<file path="src/rtl/dsp_mac_sequencer.sv">
// Sequencer that runs one DSP48A1-style slice as a multiply-accumulate engine:
// accepts a job, streams N operand pairs into the slice, drains the pipeline and returns P.
`timescale 1ns/1ps

module dsp_mac_sequencer #(
  parameter int WIDTH    = 18,
  parameter int LEN_W    = 8,
  parameter int PIPE_LAT = 4
) (
  input  logic             CLK,
  input  logic             RST,
  input  logic             start,
  input  logic [LEN_W-1:0] len,
  output logic             busy,
  input  logic             in_valid,
  output logic             in_ready,
  input  logic [WIDTH-1:0] in_a,
  input  logic [WIDTH-1:0] in_b,
  output logic [WIDTH-1:0] dsp_a,
  output logic [WIDTH-1:0] dsp_b,
  output logic [7:0]       dsp_opmode,
  output logic             dsp_ce,
  output logic             dsp_rstp,
  input  logic [47:0]      p_in,
  output logic [47:0]      result,
  output logic             done,
  output logic             err_zero_len
);

  localparam int DRAIN_W = $clog2(PIPE_LAT + 1);

  localparam logic [1:0] S_IDLE  = 2'd0;
  localparam logic [1:0] S_ISSUE = 2'd1;
  localparam logic [1:0] S_DRAIN = 2'd2;

  localparam logic [7:0] OP_LOAD = 8'h01;
  localparam logic [7:0] OP_ACC  = 8'h09;
  localparam logic [7:0] OP_HOLD = 8'h08;
  localparam logic [7:0] OP_CLR  = 8'h00;

  if (PIPE_LAT < 1) begin : g_bad_pipe_lat
    $error("dsp_mac_sequencer: PIPE_LAT must be >= 1");
  end

  logic [1:0]         state;
  logic [LEN_W-1:0]   remaining;
  logic               first;
  logic [DRAIN_W-1:0] drain_cnt;

  // Operands are only taken while issuing; in_valid elsewhere is ignored.
  assign in_ready = (state == S_ISSUE);

  // NOTE: all state and outputs use non-blocking assignments so every register
  // sees the pre-edge values of the others, regardless of statement order.
  always_ff @(posedge CLK) begin
    if (RST) begin
      state        <= S_IDLE;
      remaining    <= '0;
      first        <= 1'b0;
      drain_cnt    <= '0;
      busy         <= 1'b0;
      dsp_a        <= '0;
      dsp_b        <= '0;
      dsp_opmode   <= OP_CLR;
      dsp_ce       <= 1'b0;
      dsp_rstp     <= 1'b1;
      result       <= '0;
      done         <= 1'b0;
      err_zero_len <= 1'b0;
    end else begin
      done         <= 1'b0;
      err_zero_len <= 1'b0;
      dsp_rstp     <= 1'b0;

      case (state)
        S_IDLE: begin
          dsp_ce     <= 1'b0;
          dsp_opmode <= OP_CLR;
          dsp_a      <= '0;
          dsp_b      <= '0;
          // busy still set here means this is the done cycle; start is ignored.
          if (busy) begin
            busy <= 1'b0;
          end else if (start) begin
            if (len != '0) begin
              state     <= S_ISSUE;
              remaining <= len;
              first     <= 1'b1;
              busy      <= 1'b1;
              dsp_rstp  <= 1'b1;
              dsp_ce    <= 1'b1;
            end else begin
              err_zero_len <= 1'b1;
            end
          end
        end

        S_ISSUE: begin
          dsp_ce <= 1'b1;
          if (in_valid) begin
            dsp_a      <= in_a;
            dsp_b      <= in_b;
            dsp_opmode <= first ? OP_LOAD : OP_ACC;
            first      <= 1'b0;
            remaining  <= remaining - LEN_W'(1);
            if (remaining == LEN_W'(1)) begin
              state     <= S_DRAIN;
              drain_cnt <= DRAIN_W'(PIPE_LAT);
            end
          end else begin
            // Bubbles leave P untouched: CLR before the first LOAD, HOLD after it.
            dsp_a      <= '0;
            dsp_b      <= '0;
            dsp_opmode <= first ? OP_CLR : OP_HOLD;
          end
        end

        S_DRAIN: begin
          dsp_a <= '0;
          dsp_b <= '0;
          if (drain_cnt == '0) begin
            result     <= p_in;
            done       <= 1'b1;
            state      <= S_IDLE;
            dsp_ce     <= 1'b0;
            dsp_opmode <= OP_CLR;
          end else begin
            drain_cnt  <= drain_cnt - DRAIN_W'(1);
            dsp_ce     <= 1'b1;
            dsp_opmode <= OP_HOLD;
          end
        end

        default: begin
          state <= S_IDLE;
        end
      endcase
    end
  end

endmodule

</file>
<file path="config.mk">
export PLATFORM = sky130hd
export DESIGN_NAME = dsp_mac_sequencer
export DESIGN_NICKNAME = d
export VERILOG_FILES = /design/src/rtl/dsp_mac_sequencer.sv
export SDC_FILE = /design/constraint.sdc
export NUM_CORES = 1
export LEC_CHECK = 0
export ABC_AREA = 1
export CORE_MARGIN = 3
export CORE_UTILIZATION = 42
export CTS_CLUSTER_DIAMETER = 120
export DETAILED_ROUTE_END_ITERATION = 8
export PLACE_DENSITY = 0.78
export SLEW_MARGIN = 10
export SYNTH_ARGS = -nofsm -noshare
export SYNTH_HDL_FRONTEND = slang
export SYNTH_SLANG_ARGS = --single-unit
</file>
<file path="constraint.sdc">
create_clock -name CLK -period 2.2 [get_ports CLK]
set_clock_uncertainty 0.2 [all_clocks]
set_input_delay 0.22 -clock CLK [delete_from_list [all_inputs] [get_ports CLK]]
set_output_delay 0.22 -clock CLK [all_outputs]
set_load 0.01 [all_outputs]
</file>
==> impl_summary.txt, run 1 <==
----------------------------------------------------
[Outcome]
  Run status ... completed

[Floorplan]
  # IOs ... 194
  Die width ... 106.8 µm
  Die extent in y ... 106.8 µm
  Core Box Area ... 0.009819 mm²
  Effective utilization at floorplan ... 0.4348
  Number of cell rows ... 36
  Overall die area ... around 0.011 mm²

[Worst setup path]
  FF-to-FF setup slack ... around 0.2 ns
  Arrival time of data at the critical path endpoint ... 1.66 ns
  Category of the worst setup path capture point ... output port
  End of the critical path ... in_ready
  Critical path's top delay family ... buffers and inverters
  CP max FO ... 12
  CP Launch Point ... state[1]$_SDFFE_PP0P_
  Reg-to-Reg Start ... state[0]$_SDFFE_PP0P_
  End of the worst register-to-register path ... remaining[6]$_SDFFE_PP0P_
  Critical Path RT ... 1.78 ns
  CP max stage delay ... 0.58 ns
  Launching element type of the critical path ... register
  Worst setup path class ... register to output port
  Number of gates on the worst path with buffers counted ... 3
  Cell type of the slowest stage on the worst timing path ... clkdlybuf4s50_1
  Cell Chain, Critical Path ... inv_1 > ha_4 > clkdlybuf4s50_1
  Worst Reg-to-Reg Cells ... 11
  Worst path bufs/invs ... 2

[Timing]
  Unrepaired setup endpoints after global routing ... false
  Hold slack final ... about 0.22 ns
  Highest clock rate ... between 400 and 500 MHz
  Total setup violations reported at the end of the flow ... 0
  Final worst slack ... roughly 0.12 ns
  Setup TNS ... 0 ns
  Period minus WS final ... 2.079 ns
  Hold Fails Final Rpt ... 0
  Share of the cycle needed by the critical path after routing ... 0.9448
  Slew Viols, Final ... 0

[GRT]
  Initial antenna violation count ... 0
  Maximum number of pins on one net before global-route repair ... 62
  Overall overflow remaining after global route ... 0
  Fraction of met2 tracks used by global routing ... 0.3372
  First-pass GRT wire length ... between 15000 and 20000 µm
  Met3 layer usage reported by global route ... 0.07104
  GRT busiest layer ... met2
  Grt met1 use ... 0.2699
  Via count of the first global-routing pass ... roughly 4000
  Global routing usage summed across all routing layers ... 0.2098

[Synthesis]
  Total of flip-flops plus latches after synthesis ... 105
  Sequential share of the synthesized area ... 0.4924
  Summed instance area of the synthesized netlist ... 0.004269 mm²
  Count of mapped cells out of synthesis ... 565
  Syn avg cell area ... roughly 7.6 µm²
  Total number of yosys warnings ... 0
  Library cells used by synthesis ... 30

[Drt]
  Residual DRC ... 0
  Wire length per cell ... 14.14 µm
  Vias per Instance ... 4.817
  Iteration count of the initial detailed-routing pass ... 5
  Post-route antenna net violation count ... 0
  Routed via count ... 4220
  Number of DRC markers after the initial detailed-route iteration ... 322
  Post-detailed-routing wire length ... 12380 µm

[Hold path]
  Worst Hold Class ... input pin to register
  Worst Min Path Start ... in_b[9]

[Clock tree]
  CTS clk-pin slew, worst paths ... 0.10 ns
  Total CTS buffers ... 9
  CTS tree ... yes
  Buffer type at the clock tree root ... clkbuf_8
  Maximum buffer depth of the clock tree ... 2
  Post-CTS setup repair buffer count ... 0
  Clock tree sinks ... 105
  Post-CTS Hold Buffers ... 0
  Total number of H-tree levels ... 3
  Insertion delay of the later-clocked pin in the worst-skew pair ... approximately 0.35 ns

[Placed design]
  Worst setup slack before clock tree synthesis ... 0.1565 ns
  Final RePlAce weighted congestion ... around 0.82
  HPWL after detailed placement ... between 8000 and 9000 µm
  Total of buffers placed on input and output ports ... 187

[Power and ir drop]
  Overall power consumption ... 7.128 mW
  Maximum ir drop on the vdd rail ... 0.4803 mV
  PD cells ... 1113 mW/mm²
  Static leakage ... 2.416 nW

[Final layout]
  Fraction of layout instances using a drive strength above 1 ... 0.04711
  Area added between synthesis and finish ... 49.97%
  Total inserted antenna cells ... 0
  Post-Route Utilization ... 0.6520
  Net total in the final layout ... 844
  Layout fillers ... between 800 and 900

[Flow run]
  Max-capacitance violation count ... 0

----------------------------------------------------
-- routing by layer --
metal,wire length [µm],share of wire
met5,0,0
met4,128,0.010
met3,1318,0.11
met2,5691,0.46
met1,5245,0.42
-- Yosys cell counts --
library cell	number	area [µm²]
nand4_1	3	18.77
nor3_1	2	10.01
inv_2	4	15.01
a21oi_2	2	17.52
a31oi_1	1	6.260
clkinv_4	1	8.760
clkinv_1	1	3.750
buf_1	1	3.750
inv_1	19	71.32
buf_4	12	90.09
ha_1	9	112.6
o21ai_1	1	5.000
clkbuf_2	1	5.000
o21ai_0	59	295.3
nor2_2	1	6.260
dfxtp_1	105	2102
clkbuf_1	20	75.07
buf_2	2	10.01
xor2_1	1	8.760
nand3_1	8	40.04
nand4_4	1	21.27
nand2_2	3	18.77
nor2_1	129	484.2
nand2b_1	36	225.2
conb_1	1	3.750
o21ai_2	1	8.760
buf_6	1	11.26
a21oi_1	47	235.2
mux2i_1	1	10.01
nand2_1	92	345.3
-- cell families (layout without fill, tap and decap cells) --
logic type | count (synthesis) | after routing | share of synthesized area
flip-flops | 105 | 105 | 0.4924
AND/OR/NAND/NOR | 275 | 276 | 0.2740
XOR/XNOR | 1 | 1 | 0.002052
multiplexers | 1 | 1 | 0.002345
other | 1 | 6 | 0.0008784
buffers and inverters | 62 | 234 | 0.06887
AO/OA/AOI/OAI | 111 | 111 | 0.1331
adder cells (fa/ha/maj) | 9 | 9 | 0.02638
-- registers in the layout, summed over array words and instances (netlist names) --
signal	cells
busy	1
done	1
drain_cnt	3
dsp_a	18
dsp_b	18
dsp_ce	1
dsp_opmode	2
dsp_rstp	1
err_zero_len	1
first	1
remaining	8
result	48
state	2
-- power breakdown --
part           leakage [nW]  total (mW)  internal, mW  switching [mW]
Combinational          1.47        3.35          1.58            1.77
Clock                0.0895        1.09         0.470           0.615
Sequential            0.856        2.69          2.41           0.281
-- what timing repair did --
item,CTS,global route
pin swaps,0,1
gates resized for setup,1,2
gates cloned,0,1
endpoints found under the setup margin,1,3
hold endpoints to repair,0,0
-- worst min path at each step --
stage                                  end  slack [ns]  cells after the start
finish               dsp_b[9]$_SDFFE_PP0P_        0.22                      3
global route        dsp_a[17]$_SDFFE_PP0P_        0.22                      3
CTS                 dsp_b[13]$_SDFFE_PP0P_        0.20                      3
detailed placement  dsp_a[10]$_SDFFE_PP0P_        0.25                      2
global placement    dsp_a[10]$_SDFFE_PP0P_        0.25                      2
floorplan           dsp_a[11]$_SDFFE_PP0P_        0.17                      2
-- cell usage in the layout, fill, tap and decap left out, types with 3 or more instances in the layout --
| cell | instances |
|---|---|
| clkbuf_8 | 11 |
| dfxtp_1 | 105 |
| inv_1 | 19 |
| nor2_1 | 129 |
| nand3_1 | 8 |
| nand2_2 | 3 |
| a21oi_1 | 47 |
| nand2_1 | 92 |
| nand4_1 | 3 |
| clkdlybuf4s50_1 | 187 |
| inv_2 | 4 |
| buf_4 | 6 |
| ha_1 | 8 |
| o21ai_0 | 59 |
| nand2b_1 | 36 |
| conb_1 | 6 |
-- worst reg2reg max path, cell delays in order, from the launching register on --
cell,delay [ns]
dfxtp_1,0.37
inv_1,0.13
ha_1,0.28
inv_2,0.13
o21ai_2,0.13
nand2_1,0.06
clkinv_1,0.05
nand2_2,0.14
inv_2,0.17
nand2_1,0.07
nor2_1,0.11
nor2_1,0.05
-- cell type report --
class                      instances  area (µm²)  share of cell area
multi-input combinational        404        1926              0.3008
clock buffer                      13       158.9             0.02482
sequential                       105        2102              0.3283
inverter                          25       98.84             0.01544
timing repair buffer             194        1937              0.3025
tap                              133       166.4             0.02599
clock inverter                     2       13.76            0.002150
-- per-stage QoR --
stage	instance area [µm²]	std cells
6_report	6402	876
3_5_place_dp	6196	860
2_1_floorplan	4288	570
3_3_place_gp	6196	860
5_1_grt	6402	876
4_1_cts	6371	875
Note: power is estimated with default switching activity, not from simulation.
==> run 2: changes to the inputs <==
==> constraint.sdc (replaced) <==
create_clock -name CLK -period 2.3 [get_ports CLK]
set_clock_uncertainty 0.2 [all_clocks]
set_input_delay 0.23 -clock CLK [delete_from_list [all_inputs] [get_ports CLK]]
set_output_delay 0.23 -clock CLK [all_outputs]
set_load 0.01 [all_outputs]
==> impl_summary.txt, run 2 (synthesis results as in run 1) <==
----------------------------------------------------
[Outcome]
  Run status ... completed

[Worst setup path]
  Category of the worst setup path capture point ... output port
  Cell Chain, Critical Path ... inv_1 > ha_2 > clkdlybuf4s50_1
  End of the worst register-to-register path ... result[37]$_SDFFE_PP0P_
  Reg-to-Reg Start ... state[0]$_SDFFE_PP0P_
  Critical path's top delay family ... buffers and inverters
  CP max stage delay ... 0.60 ns (+0.02 ns)
  FF-to-FF setup slack ... 0.34 ns (+0.14 ns)
  Worst setup path class ... register to output port
  Critical Path RT ... 1.87 ns (+0.09 ns)
  Launching element type of the critical path ... register
  Worst path bufs/invs ... 2 (unchanged)
  Worst Reg-to-Reg Cells ... 7 (-4)
  Arrival time of data at the critical path endpoint ... 1.76 ns (+0.10 ns)
  Cell type of the slowest stage on the worst timing path ... clkdlybuf4s50_1
  CP max FO ... 12 (unchanged)

[Final layout]
  Max FFs per register ... 48 (unchanged)
  Area of combinational cells with multiple inputs ... 0.001894 mm² (-1.6%)
  Total inserted antenna cells ... 0 (unchanged)
  Leading cell types in the layout, fill and taps excluded ... clkdlybuf4s50_1, nor2_1, dfxtp_1
  Largest reg by FF count ... result
  Fraction of layout instances using a drive strength above 1 ... 0.04723 (+0.0001271)
  Area added between synthesis and finish ... 48.94%
  Registers with the most flip-flops ... result x48, dsp_a x18, dsp_b x18
  Post-route non-filler standard cell count ... 874 (-0.23%)
  Net total in the final layout ... 841 (-0.36%)
  Most common library cell in the layout ignoring fill and taps ... clkdlybuf4s50_1
  Layout fillers ... 866 (-0.12%)
  Sequential cell area ... 0.002102 mm² (unchanged)

[GRT]
  Via count of the first global-routing pass ... 4096 (+3.1%)
  First-pass GRT wire length ... 19510 µm (about the same)
  Maximum number of pins on one net before global-route repair ... 62 (unchanged)
  Global routing usage summed across all routing layers ... 0.2082 (-0.001560)
  Overall overflow remaining after global route ... 0 (unchanged)
  Initial antenna violation count ... 0 (unchanged)

[Floorplan]
  # IOs ... 194 (unchanged)
  Effective utilization at floorplan ... 0.4348 (unchanged)
  Overall die area ... 0.01141 mm² (unchanged)
  Core Box Area ... 0.009819 mm² (unchanged)
  Number of cell rows ... 36 (unchanged)
  Die extent in y ... 106.8 µm (unchanged)
  Die width ... 106.8 µm (unchanged)

[Drt]
  Met3 WL ... 1190 µm (-9.7%)
  Post-Route M1 WL ... 5201 µm (-0.84%)
  Iteration count of the initial detailed-routing pass ... 5 (unchanged)
  Residual DRC ... 0 (unchanged)
  Uppermost layer routed ... met4
  Detailed-routed wire length on met2 ... 5577 µm (-2.0%)
  Post-route antenna net violation count ... 0 (unchanged)
  Vias per Instance ... 4.871 (+1.1%)
  Wire length per cell ... 13.85 µm (-2.0%)
  Routed via count ... 4257 (+0.88%)
  Post-detailed-routing wire length ... 12110 µm (-2.2%)
  Number of DRC markers after the initial detailed-route iteration ... 257 (-20%)

[Timing]
  Slew Viols, Final ... 0 (unchanged)
  Headroom to the max-slew limit ... 0.6239
  Final worst slack ... 0.1085 ns (-0.01294 ns)
  Setup TNS ... 0 ns (unchanged)
  Period minus WS final ... 2.191 ns
  Measured slew at the worst slew-check pin ... 0.5642 ns
  Total setup violations reported at the end of the flow ... 0 (unchanged)
  Share of the cycle needed by the critical path after routing ... 0.9528
  Highest clock rate ... between 400 and 500 MHz
  Hold slack final ... 0.2175 ns (-0.002468 ns)
  Hold Fails Final Rpt ... 0 (unchanged)
  Unrepaired setup endpoints after global routing ... false

[Hold path]
  Worst Min Path Start ... in_a[16]
  Worst Hold Class ... input pin to register
  Worst hold path depth ... 3 (unchanged)
  Hold worst-path end ... dsp_a[16]$_SDFFE_PP0P_

[Placed design]
  Worst setup slack before clock tree synthesis ... 0.2373 ns (+0.08074 ns)
  Final RePlAce weighted congestion ... 0.8045 (-2.0%)
  HPWL after detailed placement ... 8820 µm (+0.84%)
  Total of buffers placed on input and output ports ... 187 (unchanged)
  # placed instances ... 858 (-0.23%)

[Power and ir drop]
  Static leakage ... 2.404 nW (-0.52%)
  Maximum ir drop on the vdd rail ... 0.5607 mV (+17%)
  PD cells ... 1066 mW/mm² (-4.2%)

[Clock tree]
  Maximum buffer depth of the clock tree ... 2 (unchanged)
  Buffer type at the clock tree root ... clkbuf_8
  Post-CTS setup repair buffer count ... 0 (unchanged)
  Total CTS buffers ... 9 (unchanged)
  Clock tree sinks ... 105 (unchanged)
  CTS clk-pin slew, worst paths ... 0.11 ns (about the same)
  Total number of H-tree levels ... 3 (unchanged)
  CTS tree ... yes
  Insertion delay of the later-clocked pin in the worst-skew pair ... 0.35 ns (about the same)

[Flow run]
  Max-capacitance violation count ... 0 (unchanged)

----------------------------------------------------
## run 2: how the worst max path moves through the flow
stage | cells past startpoint | start | end | slack [ns]
finish | 3 | state[1]$_SDFFE_PP0P_ | in_ready | 0.11
global route | 3 | state[1]$_SDFFE_PP0P_ | in_ready | 0.02
CTS | 3 | state[1]$_SDFFE_PP0P_ | in_ready | 0.09
detailed placement | 7 | state[1]$_SDFFE_PP0P_ | drain_cnt[0]$_SDFFE_PP0P_ | 0.24
global placement | 7 | state[1]$_SDFFE_PP0P_ | drain_cnt[0]$_SDFFE_PP0P_ | 0.36
floorplan | 10 | state[1]$_SDFFE_PP0P_ | remaining[1]$_SDFFE_PP0P_ | 0.58
## run 2: layout make-up
cell class,instances,share of cell area
clock buffers,10,0.02165
multi-input cells,403,0.2979
inverters,25,0.01555
clock inverters,6,0.007871
flip-flops and latches,105,0.3306
repair buffers,192,0.3003
well taps,133,0.02617
## run 2: layer usage
metal,vias up,GRT usage
met5,-,0
met4,0,0.05297
met3,16,0.06803
met2,175,0.3449
met1,1946,0.2622
li1,2120,-
## run 2: power by group
part / switching (mW) / total, mW / leakage [nW] / internal (mW)
logic: 1.64 / 3.12 / 1.45 / 1.48
clock network: 0.651 / 1.09 / 0.0948 / 0.438
registers: 0.265 / 2.57 / 0.856 / 2.31
## run 2: stage by stage
stage               power, mW  cell area (µm²)  utilization
floorplan               4.441             4288            -
global placement        5.626             6168       0.6282
detailed placement      5.735             6168       0.6282
CTS                     6.847             6359       0.6476
global route            7.309             6359       0.6476
finish                  6.781             6359       0.6476
## run 2: timing repair
action	in CTS	in global routing
hold buffers	0	0
gates resized for setup	1	0
endpoints found under the setup margin	1	0
## run 2: worst min-delay path, delay by kind of cell
family / cells / cell delay, ns
buf+inv: 1 / 0.39
compound gates: 1 / 0.05
simple gates: 1 / 0.06
